$ cat config.mk
export PLATFORM = sky130hd
export DESIGN_NAME = fetch_sequencer
export DESIGN_NICKNAME = d
export VERILOG_FILES = /design/src/rtl/mips_defs.sv /design/src/rtl/next_pc_calc.sv /design/src/rtl/fetch_sequencer.sv
export SDC_FILE = /design/constraint.sdc
export NUM_CORES = 1
export LEC_CHECK = 0
export CAP_MARGIN = 20
export CORE_ASPECT_RATIO = 1.4
export CORE_MARGIN = 1
export CORE_UTILIZATION = 45
export DETAILED_ROUTE_END_ITERATION = 7
export GPL_ROUTABILITY_DRIVEN = 1
export GPL_TIMING_DRIVEN = 0
export PLACE_DENSITY = 0.74
export SYNTH_ARGS = -nofsm -noshare
export SYNTH_HDL_FRONTEND = slang
export SYNTH_HIERARCHICAL = 1
export SYNTH_SLANG_ARGS = --single-unit
$ cat constraint.sdc
create_clock -name clk -period 4.3 [get_ports clk]
set_input_delay 0.86 -clock clk [delete_from_list [all_inputs] [get_ports clk]]
set_output_delay 0.86 -clock clk [all_outputs]
set_load 0.05 [all_outputs]
$ cat src/rtl/mips_defs.sv
// rtl/mips_defs.sv - shared MIPS opcode/funct constants, fetch state and next-PC select types
// Shared by fetch_sequencer, next_pc_calc, the decoder and the jump-detect logic.
package mips_defs;

    // Primary opcodes, instr[31:26]
    localparam logic [5:0] OP_RTYPE = 6'h00;
    localparam logic [5:0] OP_J     = 6'h02;
    localparam logic [5:0] OP_JAL   = 6'h03;
    localparam logic [5:0] OP_BEQ   = 6'h04;
    localparam logic [5:0] OP_BNE   = 6'h05;
    localparam logic [5:0] OP_ADDI  = 6'h08;
    localparam logic [5:0] OP_XORI  = 6'h0E;
    localparam logic [5:0] OP_LW    = 6'h23;
    localparam logic [5:0] OP_SW    = 6'h2B;

    // R-type funct codes, instr[5:0]
    localparam logic [5:0] FN_JR  = 6'h08;
    localparam logic [5:0] FN_ADD = 6'h20;
    localparam logic [5:0] FN_SUB = 6'h22;
    localparam logic [5:0] FN_SLT = 6'h2A;

    typedef enum logic [1:0] {
        ST_FETCH   = 2'd0,
        ST_ISSUE   = 2'd1,
        ST_RESOLVE = 2'd2,
        ST_HALT    = 2'd3
    } fetch_state_e;

    typedef enum logic [2:0] {
        NPC_SEQ      = 3'd0,
        NPC_JUMP     = 3'd1,
        NPC_BR_TAKEN = 3'd2,
        NPC_BR_NOT   = 3'd3,
        NPC_JR       = 3'd4
    } npc_sel_e;

    // True for every opcode/funct combination the core executes.
    function automatic logic is_supported(input logic [31:0] instr);
        logic ok;
        ok = 1'b0;
        case (instr[31:26])
            OP_RTYPE: ok = (instr[5:0] == FN_JR)  || (instr[5:0] == FN_ADD) ||
                           (instr[5:0] == FN_SUB) || (instr[5:0] == FN_SLT);
            OP_J, OP_JAL, OP_BEQ, OP_BNE,
            OP_ADDI, OP_XORI, OP_LW, OP_SW: ok = 1'b1;
            default: ok = 1'b0;
        endcase
        return ok;
    endfunction

    function automatic logic is_branch(input logic [31:0] instr);
        return (instr[31:26] == OP_BEQ) || (instr[31:26] == OP_BNE);
    endfunction

    function automatic logic is_jr(input logic [31:0] instr);
        return (instr[31:26] == OP_RTYPE) && (instr[5:0] == FN_JR);
    endfunction

    function automatic logic is_jump(input logic [31:0] instr);
        return (instr[31:26] == OP_J) || (instr[31:26] == OP_JAL);
    endfunction

endpackage

$ cat src/rtl/next_pc_calc.sv
// rtl/next_pc_calc.sv - combinational next-PC target generation and source select
// Ports:
//   instr_pc      PC of the instruction being resolved
//   instr         instruction word being resolved
//   jr_target     register-file target for JR
//   select        which target drives next_pc
//   seq_target    instr_pc + PC_STEP
//   link_target   instr_pc + 4 (link address / branch fall-through)
//   jump_target   J/JAL region target
//   branch_target taken BEQ/BNE target
//   jr_aligned    JR target with the low two bits cleared
//   next_pc       target chosen by select
import mips_defs::*;

module next_pc_calc #(
    parameter logic [31:0] PC_STEP = 32'd4
) (
    input  logic [31:0] instr_pc,
    input  logic [31:0] instr,
    input  logic [31:0] jr_target,
    input  npc_sel_e    select,
    output logic [31:0] seq_target,
    output logic [31:0] link_target,
    output logic [31:0] jump_target,
    output logic [31:0] branch_target,
    output logic [31:0] jr_aligned,
    output logic [31:0] next_pc
);

    logic [31:0] br_offset;

    // Sign-extended word offset, already shifted to a byte offset.
    assign br_offset     = {{14{instr[15]}}, instr[15:0], 2'b00};

    assign seq_target    = instr_pc + PC_STEP;
    assign link_target   = instr_pc + 32'd4;
    assign jump_target   = {link_target[31:28], instr[25:0], 2'b00};
    assign branch_target = link_target + br_offset;
    assign jr_aligned    = {jr_target[31:2], 2'b00};

    always_comb begin
        next_pc = seq_target;
        case (select)
            NPC_SEQ:      next_pc = seq_target;
            NPC_JUMP:     next_pc = jump_target;
            NPC_BR_TAKEN: next_pc = branch_target;
            NPC_BR_NOT:   next_pc = link_target;
            NPC_JR:       next_pc = jr_aligned;
            default:      next_pc = seq_target;
        endcase
    end

endmodule

$ cat src/rtl/fetch_sequencer.sv
// rtl/fetch_sequencer.sv - multi-cycle fetch / next-PC controller owning the program counter
// Ports:
//   clk, reset_n            clock, asynchronous active-low reset
//   imem_req/addr/ack/rdata instruction-memory read handshake
//   instr_out/pc/valid/ready instruction handoff to decode
//   br_valid/br_taken       resolved BEQ/BNE outcome from execute
//   jr_valid/jr_target      JR register target from the register file
//   link_we/link_addr       one-cycle $31 write for JAL
//   illegal_op              sticky unsupported-instruction flag
import mips_defs::*;

module fetch_sequencer #(
    parameter logic [31:0] RESET_PC = 32'h0000_0000,
    parameter int unsigned PC_STEP  = 4
) (
    input  logic        clk,
    input  logic        reset_n,
    output logic        imem_req,
    output logic [31:0] imem_addr,
    input  logic        imem_ack,
    input  logic [31:0] imem_rdata,
    output logic [31:0] instr_out,
    output logic [31:0] instr_pc,
    output logic        instr_valid,
    input  logic        instr_ready,
    input  logic        br_valid,
    input  logic        br_taken,
    input  logic        jr_valid,
    input  logic [31:0] jr_target,
    output logic        link_we,
    output logic [31:0] link_addr,
    output logic        illegal_op
);

    localparam logic [1:0] S_FETCH   = ST_FETCH;
    localparam logic [1:0] S_ISSUE   = ST_ISSUE;
    localparam logic [1:0] S_RESOLVE = ST_RESOLVE;
    localparam logic [1:0] S_HALT    = ST_HALT;

    logic [1:0]  state_q,     state_d;
    logic [31:0] pc_q,        pc_d;
    logic [31:0] instr_q,     instr_d;
    logic [31:0] instr_pc_q,  instr_pc_d;
    logic        imem_req_q,  imem_req_d;
    logic        link_we_q,   link_we_d;
    logic [31:0] link_addr_q, link_addr_d;
    logic        illegal_q,   illegal_d;

    npc_sel_e    npc_sel;
    logic [31:0] seq_target;
    logic [31:0] link_target;
    logic [31:0] jump_target;
    logic [31:0] branch_target;
    logic [31:0] jr_aligned;
    logic [31:0] next_pc;

    next_pc_calc #(
        .PC_STEP (32'(PC_STEP))
    ) u_next_pc_calc (
        .instr_pc      (instr_pc_q),
        .instr         (instr_q),
        .jr_target     (jr_target),
        .select        (npc_sel),
        .seq_target    (seq_target),
        .link_target   (link_target),
        .jump_target   (jump_target),
        .branch_target (branch_target),
        .jr_aligned    (jr_aligned),
        .next_pc       (next_pc)
    );

    // Source select depends only on registered state and the branch outcome,
    // so it is kept apart from the main transition logic.
    always_comb begin
        npc_sel = NPC_SEQ;
        case (state_q)
            S_ISSUE: begin
                if (is_jump(instr_q)) begin
                    npc_sel = NPC_JUMP;
                end
            end
            S_RESOLVE: begin
                if (is_branch(instr_q)) begin
                    npc_sel = br_taken ? NPC_BR_TAKEN : NPC_BR_NOT;
                end else begin
                    npc_sel = NPC_JR;
                end
            end
            default: npc_sel = NPC_SEQ;
        endcase
    end

    always_comb begin
        state_d     = state_q;
        pc_d        = pc_q;
        instr_d     = instr_q;
        instr_pc_d  = instr_pc_q;
        link_we_d   = 1'b0;
        link_addr_d = link_addr_q;
        illegal_d   = illegal_q;

        case (state_q)
            S_FETCH: begin
                // An ack only counts against a request actually on the bus.
                if (imem_req_q && imem_ack) begin
                    instr_d    = imem_rdata;
                    instr_pc_d = pc_q;
                    // Screening here means an unsupported word never shows valid.
                    if (is_supported(imem_rdata)) begin
                        state_d = S_ISSUE;
                    end else begin
                        illegal_d = 1'b1;
                        state_d   = S_HALT;
                    end
                end
            end
            S_ISSUE: begin
                if (instr_ready) begin
                    if (is_branch(instr_q) || is_jr(instr_q)) begin
                        state_d = S_RESOLVE;
                    end else begin
                        pc_d    = next_pc;
                        state_d = S_FETCH;
                        if (instr_q[31:26] == OP_JAL) begin
                            link_we_d   = 1'b1;
                            link_addr_d = link_target;
                        end
                    end
                end
            end
            S_RESOLVE: begin
                // Only the resolution input matching the pending class is looked at.
                if (is_branch(instr_q) ? br_valid : jr_valid) begin
                    pc_d    = next_pc;
                    state_d = S_FETCH;
                end
            end
            default: state_d = S_HALT;
        endcase

        // Request is raised for the first cycle after entering FETCH and held until ack.
        imem_req_d = (state_d == S_FETCH);
    end

    always_ff @(posedge clk or negedge reset_n) begin
        if (!reset_n) begin
            state_q     <= S_FETCH;
            pc_q        <= RESET_PC;
            instr_q     <= 32'd0;
            instr_pc_q  <= 32'd0;
            imem_req_q  <= 1'b0;
            link_we_q   <= 1'b0;
            link_addr_q <= 32'd0;
            illegal_q   <= 1'b0;
        end else begin
            state_q     <= state_d;
            pc_q        <= pc_d;
            instr_q     <= instr_d;
            instr_pc_q  <= instr_pc_d;
            imem_req_q  <= imem_req_d;
            link_we_q   <= link_we_d;
            link_addr_q <= link_addr_d;
            illegal_q   <= illegal_d;
        end
    end

    assign imem_req    = imem_req_q;
    assign imem_addr   = pc_q;
    assign instr_out   = instr_q;
    assign instr_pc    = instr_pc_q;
    assign instr_valid = (state_q == S_ISSUE);
    assign link_we     = link_we_q;
    assign link_addr   = link_addr_q;
    assign illegal_op  = illegal_q;

endmodule

==> run_summary.xml, run 1 <==
<?xml version="1.0" encoding="UTF-8"?>
<metrics>
  <group name="pwr">
    <metric name="cellPowerDensity" unit="nW/um2">826</metric>
    <metric name="post-layout-total-power" unit="mW">9.88</metric>
    <metric name="vdd.ir_drop.worst" unit="mV">0.612</metric>
    <metric name="p_leak" unit="nW">5.44</metric>
  </group>
  <group name="detailed_routing">
    <metric name="drt-vias-per-instance" unit="">5.86</metric>
    <metric name="detail_route.drc_violations" unit="">0</metric>
    <metric name="via_count" unit="">8595</metric>
    <metric name="initial_detailed_routing_violation_count" unit="">792</metric>
    <metric name="first_pass_iters" unit="">7</metric>
    <metric name="wire_per_inst" unit="um">20.6</metric>
    <metric name="route.final.wire_length" unit="um">30200</metric>
    <metric name="antenna_left" unit="">0</metric>
  </group>
  <group name="finish">
    <metric name="filler_cell_count" unit="">1609</metric>
    <metric name="nNetsFinal" unit="">1321</metric>
    <metric name="num_antenna_cells" unit="">0</metric>
    <metric name="final_util" unit="%">63.6</metric>
    <metric name="area.growth.synth_to_final" unit="%">37.1</metric>
    <metric name="drive_above_1_share" unit="%">13.9</metric>
  </group>
  <group name="floorplan">
    <metric name="die_area" unit="um2">20000</metric>
    <metric name="die_w" unit="um">120</metric>
    <metric name="initial_utilization" unit="%">46.4</metric>
    <metric name="floorplan.io_pins" unit="">203</metric>
    <metric name="core_region" unit="um2">18800</metric>
    <metric name="die_height" unit="um">167</metric>
    <metric name="rows" unit="">59</metric>
  </group>
  <group name="worst_setup_path">
    <metric name="worstSetupPathType" unit="">register to register</metric>
    <metric name="crit_arrival" unit="ns">4.58</metric>
    <metric name="reg2reg_from" unit="">instr_pc[7]</metric>
    <metric name="worst_setup_path_start_kind" unit="">register</metric>
    <metric name="critPathRequiredTime" unit="ns">4.61</metric>
    <metric name="crit_path_max_fanout" unit="">6</metric>
    <metric name="critical_path.max_stage_delay" unit="ns">0.57</metric>
    <metric name="timing.critical_path.to_type" unit="">register</metric>
    <metric name="crit_buf_inv" unit="">3</metric>
    <metric name="cpLargestDelayFamily" unit="">simple AND/OR/NAND/NOR gates</metric>
    <metric name="path_cells" unit="">nand4_1 -&gt; buf_4 -&gt; or4_4 -&gt; or2_1 -&gt; buf_6 -&gt; nor3_2 -&gt; xnor2_1 -&gt; inv_1 -&gt; ha_2 -&gt; a21oi_4 -&gt; o21ai_1 -&gt; a2111oi_2 -&gt; nand2b_1 -&gt; a31oi_1 -&gt; nor2_1 -&gt; xor2_1 -&gt; o211a_1 -&gt; mux2_4</metric>
    <metric name="critical-path-slowest-cell" unit="">sky130_fd_sc_hd__or4_4</metric>
    <metric name="origin_of_the_worst_setup_path" unit="">instr_pc[7]</metric>
  </group>
  <group name="placement">
    <metric name="port_buffers" unit="">200</metric>
    <metric name="place_congestion" unit="">0.933</metric>
    <metric name="dpl_worst_slack" unit="ns">-0.587</metric>
    <metric name="dpl.hpwl" unit="um">22500</metric>
  </group>
  <group name="sta">
    <metric name="hold_ws" unit="ns">0.380</metric>
    <metric name="min_period_over_period" unit="%">99.3</metric>
    <metric name="postLayoutSetupSlackWorst" unit="ns">0.0301</metric>
    <metric name="relSlewSlack" unit="%">27.8</metric>
    <metric name="final_hold_viol_count" unit="">0</metric>
    <metric name="final.setup_skew" unit="ns">0.0133</metric>
    <metric name="grt_setup_unrepaired" unit="">yes</metric>
    <metric name="maxSlewViolCount" unit="">0</metric>
    <metric name="max_freq" unit="GHz">0.234</metric>
    <metric name="worst_pin_slew" unit="ns">1.08</metric>
    <metric name="finalCriticalPeriod" unit="ns">4.27</metric>
    <metric name="final-setup-viol-count" unit="">0</metric>
  </group>
  <group name="clock_tree">
    <metric name="clock-root-buffer" unit="">sky130_fd_sc_hd__clkbuf_16</metric>
    <metric name="cts.htree.levels" unit="">4</metric>
    <metric name="clkSinkCount" unit="">133</metric>
    <metric name="clkTransAtPathRegs" unit="ns">0.06</metric>
    <metric name="cts-root-to-sink-buffers" unit="">2</metric>
    <metric name="cts-buffers-inserted" unit="">17</metric>
    <metric name="worst_skew_pair.late_latency" unit="ns">0.43</metric>
    <metric name="cts_tree" unit="">yes</metric>
    <metric name="cts_hold_buffers" unit="">0</metric>
  </group>
  <group name="logic_synthesis">
    <metric name="synthesis.nets" unit="">1094</metric>
    <metric name="synthesis.area" unit="um2">8730</metric>
    <metric name="synth.avg_cell_area" unit="um2">8.89</metric>
    <metric name="post_synth_inst_count" unit="">982</metric>
    <metric name="yosysWarnings" unit="">6</metric>
  </group>
  <group name="hold_path">
    <metric name="hold_path.class" unit="">primary input to async pin</metric>
  </group>
  <group name="grt">
    <metric name="grt_antenna_before_repair" unit="">0</metric>
    <metric name="grt-ovfl-total" unit="">0</metric>
    <metric name="globalRouteTotalUtil" unit="%">30.8</metric>
    <metric name="pin_count_of_the_biggest_net_entering_global_routing" unit="">76</metric>
    <metric name="via_count_of_the_first_global_routing_pass" unit="">8373</metric>
    <metric name="grt_first_pass_wirelength" unit="um">46800</metric>
  </group>
  <group name="run_status">
    <metric name="outcome" unit="">completed</metric>
  </group>
  <group name="run">
    <metric name="cap_violations" unit="">0</metric>
  </group>
</metrics>
==> worst paths after layout <==
check / endpoint / slack, ns / cells past startpoint
setup / recovery: imem_addr[30] / 0.03 / 18
max in group asynchronous: link_addr[30] / 3.14 / 2
min in group clk: illegal_op / 0.49 / 1
setup reg to reg: imem_addr[30] / 0.03 / 18
hold / removal: link_addr[11] / 0.38 / 1
hold reg to reg: illegal_op / 0.49 / 1
==> repair_timing <==
action	in CTS	in global routing
resized for setup	20	22
setup buffers	2	6
pin swaps	4	4
hold endpoints to repair	0	0
setup endpoints to repair	14	15
gates cloned	0	0
==> report_power, final <==
part / switching, mW / total [mW] / internal, mW / leakage (nW)
Combinational: 3.76 / 6.03 / 2.27 / 3.40
Sequential: 0.594 / 2.26 / 1.67 / 1.74
Clock: 0.615 / 1.59 / 0.970 / 0.309
Total: 4.97 / 9.88 / 4.91 / 5.44
==> cells in the final DEF (no fill, tap or decap), drive strengths merged, types with 4 or more instances in the layout <==
cell,n
a211oi,6
a21o,7
a21oi,32
a221o,4
a22o,13
a22oi,8
a311oi,5
a31oi,7
and3,9
and4,4
buf,24
clkbuf,58
clkdlybuf4s50,199
dfrtp,133
ha,40
inv,25
mux2,64
nand2,248
nand2b,6
nand3,24
nand4,11
nor2,53
nor2b,8
nor3,14
nor4,4
o211ai,6
o21ai,65
o221ai,18
o22ai,16
xnor2,32
xor2,25
==> metrics by stage <==
stage	std cells	setup TNS, ns	cell area [um2]
finish	1466	0	12000
global route	1466	-0.231	12000
CTS	1460	-0.143	11800
detailed placement	1427	-3.30	11100
global placement	1426	-386.17	11000
floorplan	982	0	8740
==> layer usage <==
layer	GRT usage [%]	vias up	wire length (um)
met4	16.9	0	1490
met3	5.00	97	2120
li1	-	3943	-
met1	37.2	4130	11600
met2	51.9	425	15100
met5	0	-	0
==> layout make-up <==
| class | instances | area [um2] | area share [%] |
|---|---|---|---|
| clock buffer | 20 | 467 | 3.90 |
| clock inverter | 12 | 164 | 1.37 |
| inverter | 20 | 78.8 | 0.659 |
| timing repair buffer | 209 | 2090 | 17.5 |
| sequential | 133 | 3340 | 27.9 |
| buffer | 52 | 253 | 2.11 |
| tap | 244 | 305 | 2.55 |
| multi-input combinational | 776 | 5270 | 44.0 |
==> state kept, by name, indices dropped and copies added (netlist names) <==
register / flops
illegal_op: 1
instr_out: 32
imem_req: 1
state_q: 2
link_addr: 32
imem_addr: 32
link_we: 1
instr_pc: 32
==> worst register-to-register path, delay by kind of cell, from the launching register on <==
kind	cells	cell delay (ns)
flops	1	0.41
simple gates	6	1.34
xor+xnor	2	0.32
mux	1	0.26
compound gates	5	1.01
fa+ha+maj	1	0.34
buf+inv	3	0.46
No activity file was read; power rests on OpenSTA's default activity.
==> run 2, diff against run 1 <==
PLACE_DENSITY = 0.71   (was 0.74)
SLEW_MARGIN = 5   (was unset)
clock period = 5.5 ns   (was 4.3 ns; I/O delays follow)
==> run 2 against run 1 <==
Compared with the run above: setup slack improved by 0.23 ns; critical endpoint unchanged; clock skew decreased by 0.0014 ns; combinational power decreased by 24%; clock-buffer cell count unchanged; first-iteration DRC count decreased by 16%; largest cell class unchanged; flip-flop and latch count unchanged; global-route usage decreased by 0.18 points; sequential power decreased by 22%; non-clock buffer count decreased by 7.
==> run_summary.xml, run 2 (same netlist as run 1, synthesis figures left out) <==
<?xml version="1.0" encoding="UTF-8"?>
<metrics>
  <group name="clock_tree">
    <metric name="worst_skew_pair.late_latency" unit="ns">0.43</metric>
    <metric name="ctsResizeCount" unit="">0</metric>
    <metric name="cts-buffers-inserted" unit="">17</metric>
    <metric name="cts_hold_buffers" unit="">0</metric>
    <metric name="clkTransAtPathRegs" unit="ns">0.07</metric>
    <metric name="cts.htree.levels" unit="">4</metric>
    <metric name="post_cts.repair.setup_buffers" unit="">0</metric>
    <metric name="cts-root-to-sink-buffers" unit="">2</metric>
    <metric name="cts_tree" unit="">yes</metric>
    <metric name="clkSinkCount" unit="">133</metric>
    <metric name="clock-root-buffer" unit="">sky130_fd_sc_hd__clkbuf_16</metric>
  </group>
  <group name="finish">
    <metric name="drive_above_1_share" unit="%">9.96</metric>
    <metric name="final_util" unit="%">62.1</metric>
    <metric name="filler_cell_count" unit="">1669</metric>
    <metric name="num_antenna_cells" unit="">0</metric>
    <metric name="nNetsFinal" unit="">1314</metric>
    <metric name="most_common_cell_after_layout_fill_and_taps_aside" unit="">sky130_fd_sc_hd__nand2_1</metric>
    <metric name="area.growth.synth_to_final" unit="%">33.9</metric>
    <metric name="layout_common_cells" unit="">sky130_fd_sc_hd__nand2_1 (248), sky130_fd_sc_hd__clkdlybuf4s50_1 (199), sky130_fd_sc_hd__dfrtp_1 (133), sky130_fd_sc_hd__o21ai_0 (63), sky130_fd_sc_hd__nor2_1 (53)</metric>
  </group>
  <group name="detailed_routing">
    <metric name="drt-vias-per-instance" unit="">5.83</metric>
    <metric name="antenna_left" unit="">0</metric>
    <metric name="detail_route.drc_violations" unit="">0</metric>
    <metric name="wire_per_inst" unit="um">20.5</metric>
    <metric name="via_count" unit="">8506</metric>
    <metric name="initial_detailed_routing_violation_count" unit="">664</metric>
    <metric name="route.final.wire_length" unit="um">29800</metric>
    <metric name="first_pass_iters" unit="">5</metric>
  </group>
  <group name="floorplan">
    <metric name="rows" unit="">59</metric>
    <metric name="die_w" unit="um">120</metric>
    <metric name="die_area" unit="um2">20000</metric>
    <metric name="initial_utilization" unit="%">46.4</metric>
    <metric name="floorplan.io_pins" unit="">203</metric>
    <metric name="core_region" unit="um2">18800</metric>
    <metric name="die_height" unit="um">167</metric>
  </group>
  <group name="pwr">
    <metric name="p_leak" unit="nW">5.36</metric>
    <metric name="vdd.ir_drop.worst" unit="mV">0.384</metric>
    <metric name="cellPowerDensity" unit="nW/um2">647</metric>
  </group>
  <group name="worst_setup_path">
    <metric name="reg2reg_path_depth" unit="">17</metric>
    <metric name="timing.critical_path.to_type" unit="">register</metric>
    <metric name="reg2reg_from" unit="">instr_pc[2]</metric>
    <metric name="crit_arrival" unit="ns">5.55</metric>
    <metric name="worstSetupPathType" unit="">register to register</metric>
    <metric name="critPathRequiredTime" unit="ns">5.81</metric>
    <metric name="crit_path_max_fanout" unit="">7</metric>
    <metric name="worst_setup_path_start_kind" unit="">register</metric>
    <metric name="r2r_slack" unit="ns">0.26</metric>
    <metric name="r2r_end" unit="">imem_addr[30]</metric>
  </group>
  <group name="hold_path">
    <metric name="hold_path.class" unit="">register to register</metric>
    <metric name="hold_depth" unit="">2</metric>
    <metric name="min_to" unit="">instr_pc[27]</metric>
    <metric name="min_from" unit="">imem_addr[27]</metric>
  </group>
  <group name="sta">
    <metric name="maxSlewViolCount" unit="">0</metric>
    <metric name="relSlewSlack" unit="%">33.6</metric>
    <metric name="grt_setup_unrepaired" unit="">no</metric>
    <metric name="final-setup-viol-count" unit="">0</metric>
    <metric name="worst_pin_slew" unit="ns">0.996</metric>
    <metric name="final.setup_skew" unit="ns">0.0120</metric>
    <metric name="finalCriticalPeriod" unit="ns">5.24</metric>
    <metric name="postLayoutSetupSlackWorst" unit="ns">0.260</metric>
    <metric name="final_hold_viol_count" unit="">0</metric>
    <metric name="min_period_over_period" unit="%">95.3</metric>
    <metric name="max_freq" unit="GHz">0.191</metric>
  </group>
  <group name="placement">
    <metric name="dpl_worst_slack" unit="ns">0.457</metric>
    <metric name="dpl.hpwl" unit="um">22700</metric>
    <metric name="place_congestion" unit="">0.896</metric>
    <metric name="port_buffers" unit="">200</metric>
  </group>
  <group name="grt">
    <metric name="pin_count_of_the_biggest_net_entering_global_routing" unit="">75</metric>
    <metric name="via_count_of_the_first_global_routing_pass" unit="">8120</metric>
    <metric name="grt_first_pass_wirelength" unit="um">46700</metric>
    <metric name="grt-ovfl-total" unit="">0</metric>
    <metric name="globalRouteTotalUtil" unit="%">30.6</metric>
    <metric name="grt_antenna_before_repair" unit="">0</metric>
  </group>
  <group name="run">
    <metric name="cap_violations" unit="">0</metric>
  </group>
  <group name="run_status">
    <metric name="outcome" unit="">completed</metric>
  </group>
</metrics>
==> run 2: changes by cell type in the layout (fill, tap and decap cells not counted), moves of 3 or more <==
cell,before,now
sky130_fd_sc_hd__buf_4,14,6
sky130_fd_sc_hd__xnor2_1,28,32
sky130_fd_sc_hd__dfrtp_2,10,0
sky130_fd_sc_hd__nor2_1,50,53
sky130_fd_sc_hd__o21ai_0,60,63
sky130_fd_sc_hd__dfrtp_1,123,133
sky130_fd_sc_hd__xnor2_2,3,0
==> run 2: how the worst max path moves through the flow <==
stage / cells past startpoint / to / slack, ns / startpoint
2_1_floorplan: 17 / imem_addr[30] / 1.06 / instr_pc[4]
3_3_place_gp: 1 / link_we / -1.99 / reset_n
3_5_place_dp: 16 / imem_addr[30] / 0.46 / instr_pc[2]
4_1_cts: 17 / imem_addr[30] / 0.41 / instr_pc[2]
5_1_grt: 17 / imem_addr[30] / 0.06 / instr_pc[2]
6_report: 17 / imem_addr[30] / 0.26 / instr_pc[2]
==> run 2: cell type report <==
type,instances,area (um2),share of cell area [%]
clock buffers,20,457,3.91
clock inverters,12,166,1.42
well taps,244,305,2.61
repair buffers,201,2030,17.4
plain buffers,53,255,2.18
flip-flops and latches,133,3330,28.5
multi-input cells,776,5070,43.4
inverters,20,75.1,0.642
==> run 2: worst max-delay path, stage by stage (launching register included) <==
cell	delay (ns)
sky130_fd_sc_hd__dfrtp_1	0.50
sky130_fd_sc_hd__nand4_2	0.28
sky130_fd_sc_hd__or4_4	0.66
sky130_fd_sc_hd__or2_1	0.26
sky130_fd_sc_hd__buf_6	0.14
sky130_fd_sc_hd__nor3_1	0.22
sky130_fd_sc_hd__xnor2_1	0.21
sky130_fd_sc_hd__inv_1	0.16
sky130_fd_sc_hd__ha_1	0.36
sky130_fd_sc_hd__a21oi_1	0.26
sky130_fd_sc_hd__o21ai_0	0.18
sky130_fd_sc_hd__a2111oi_0	0.82
sky130_fd_sc_hd__nand2b_1	0.11
sky130_fd_sc_hd__a31oi_1	0.20
sky130_fd_sc_hd__nor2_1	0.09
sky130_fd_sc_hd__xor2_1	0.16
sky130_fd_sc_hd__o211a_1	0.22
sky130_fd_sc_hd__mux2_4	0.26
==> run 2: where the power goes <==
group | internal [mW] | leakage, nW | total [mW] | switching, mW
Combinational | 1.71 | 3.30 | 4.58 | 2.87
Clock | 0.748 | 0.304 | 1.22 | 0.472
Sequential | 1.30 | 1.75 | 1.76 | 0.463
==> run 2: routing by layer <==
metal | global-route usage, % | share of wire [%] | vias to the layer above
met3 | 4.21 | 5.8 | 62
met5 | 0 | 0 | -
li1 | - | - | 3922
met2 | 52.0 | 50 | 389
met1 | 38.6 | 40 | 4133
met4 | 13.2 | 3.3 | 0
==> run 2: metrics by stage <==
| stage | TNS [ns] | hold slack [ns] | cells | power, mW | area, um2 |
|---|---|---|---|---|---|
| 4_1_cts | 0 | 0.490 | 1459 | 7.53 | 11700 |
| 3_3_place_gp | -261.96 | 0.478 | 1426 | 6.24 | 11000 |
| 6_report | 0 | 0.489 | 1459 | 7.56 | 11700 |
| 3_5_place_dp | 0 | 0.477 | 1427 | 6.28 | 11100 |
| 2_1_floorplan | 0 | 0.588 | 982 | 4.83 | 8730 |
| 5_1_grt | 0 | 0.521 | 1459 | 7.96 | 11700 |
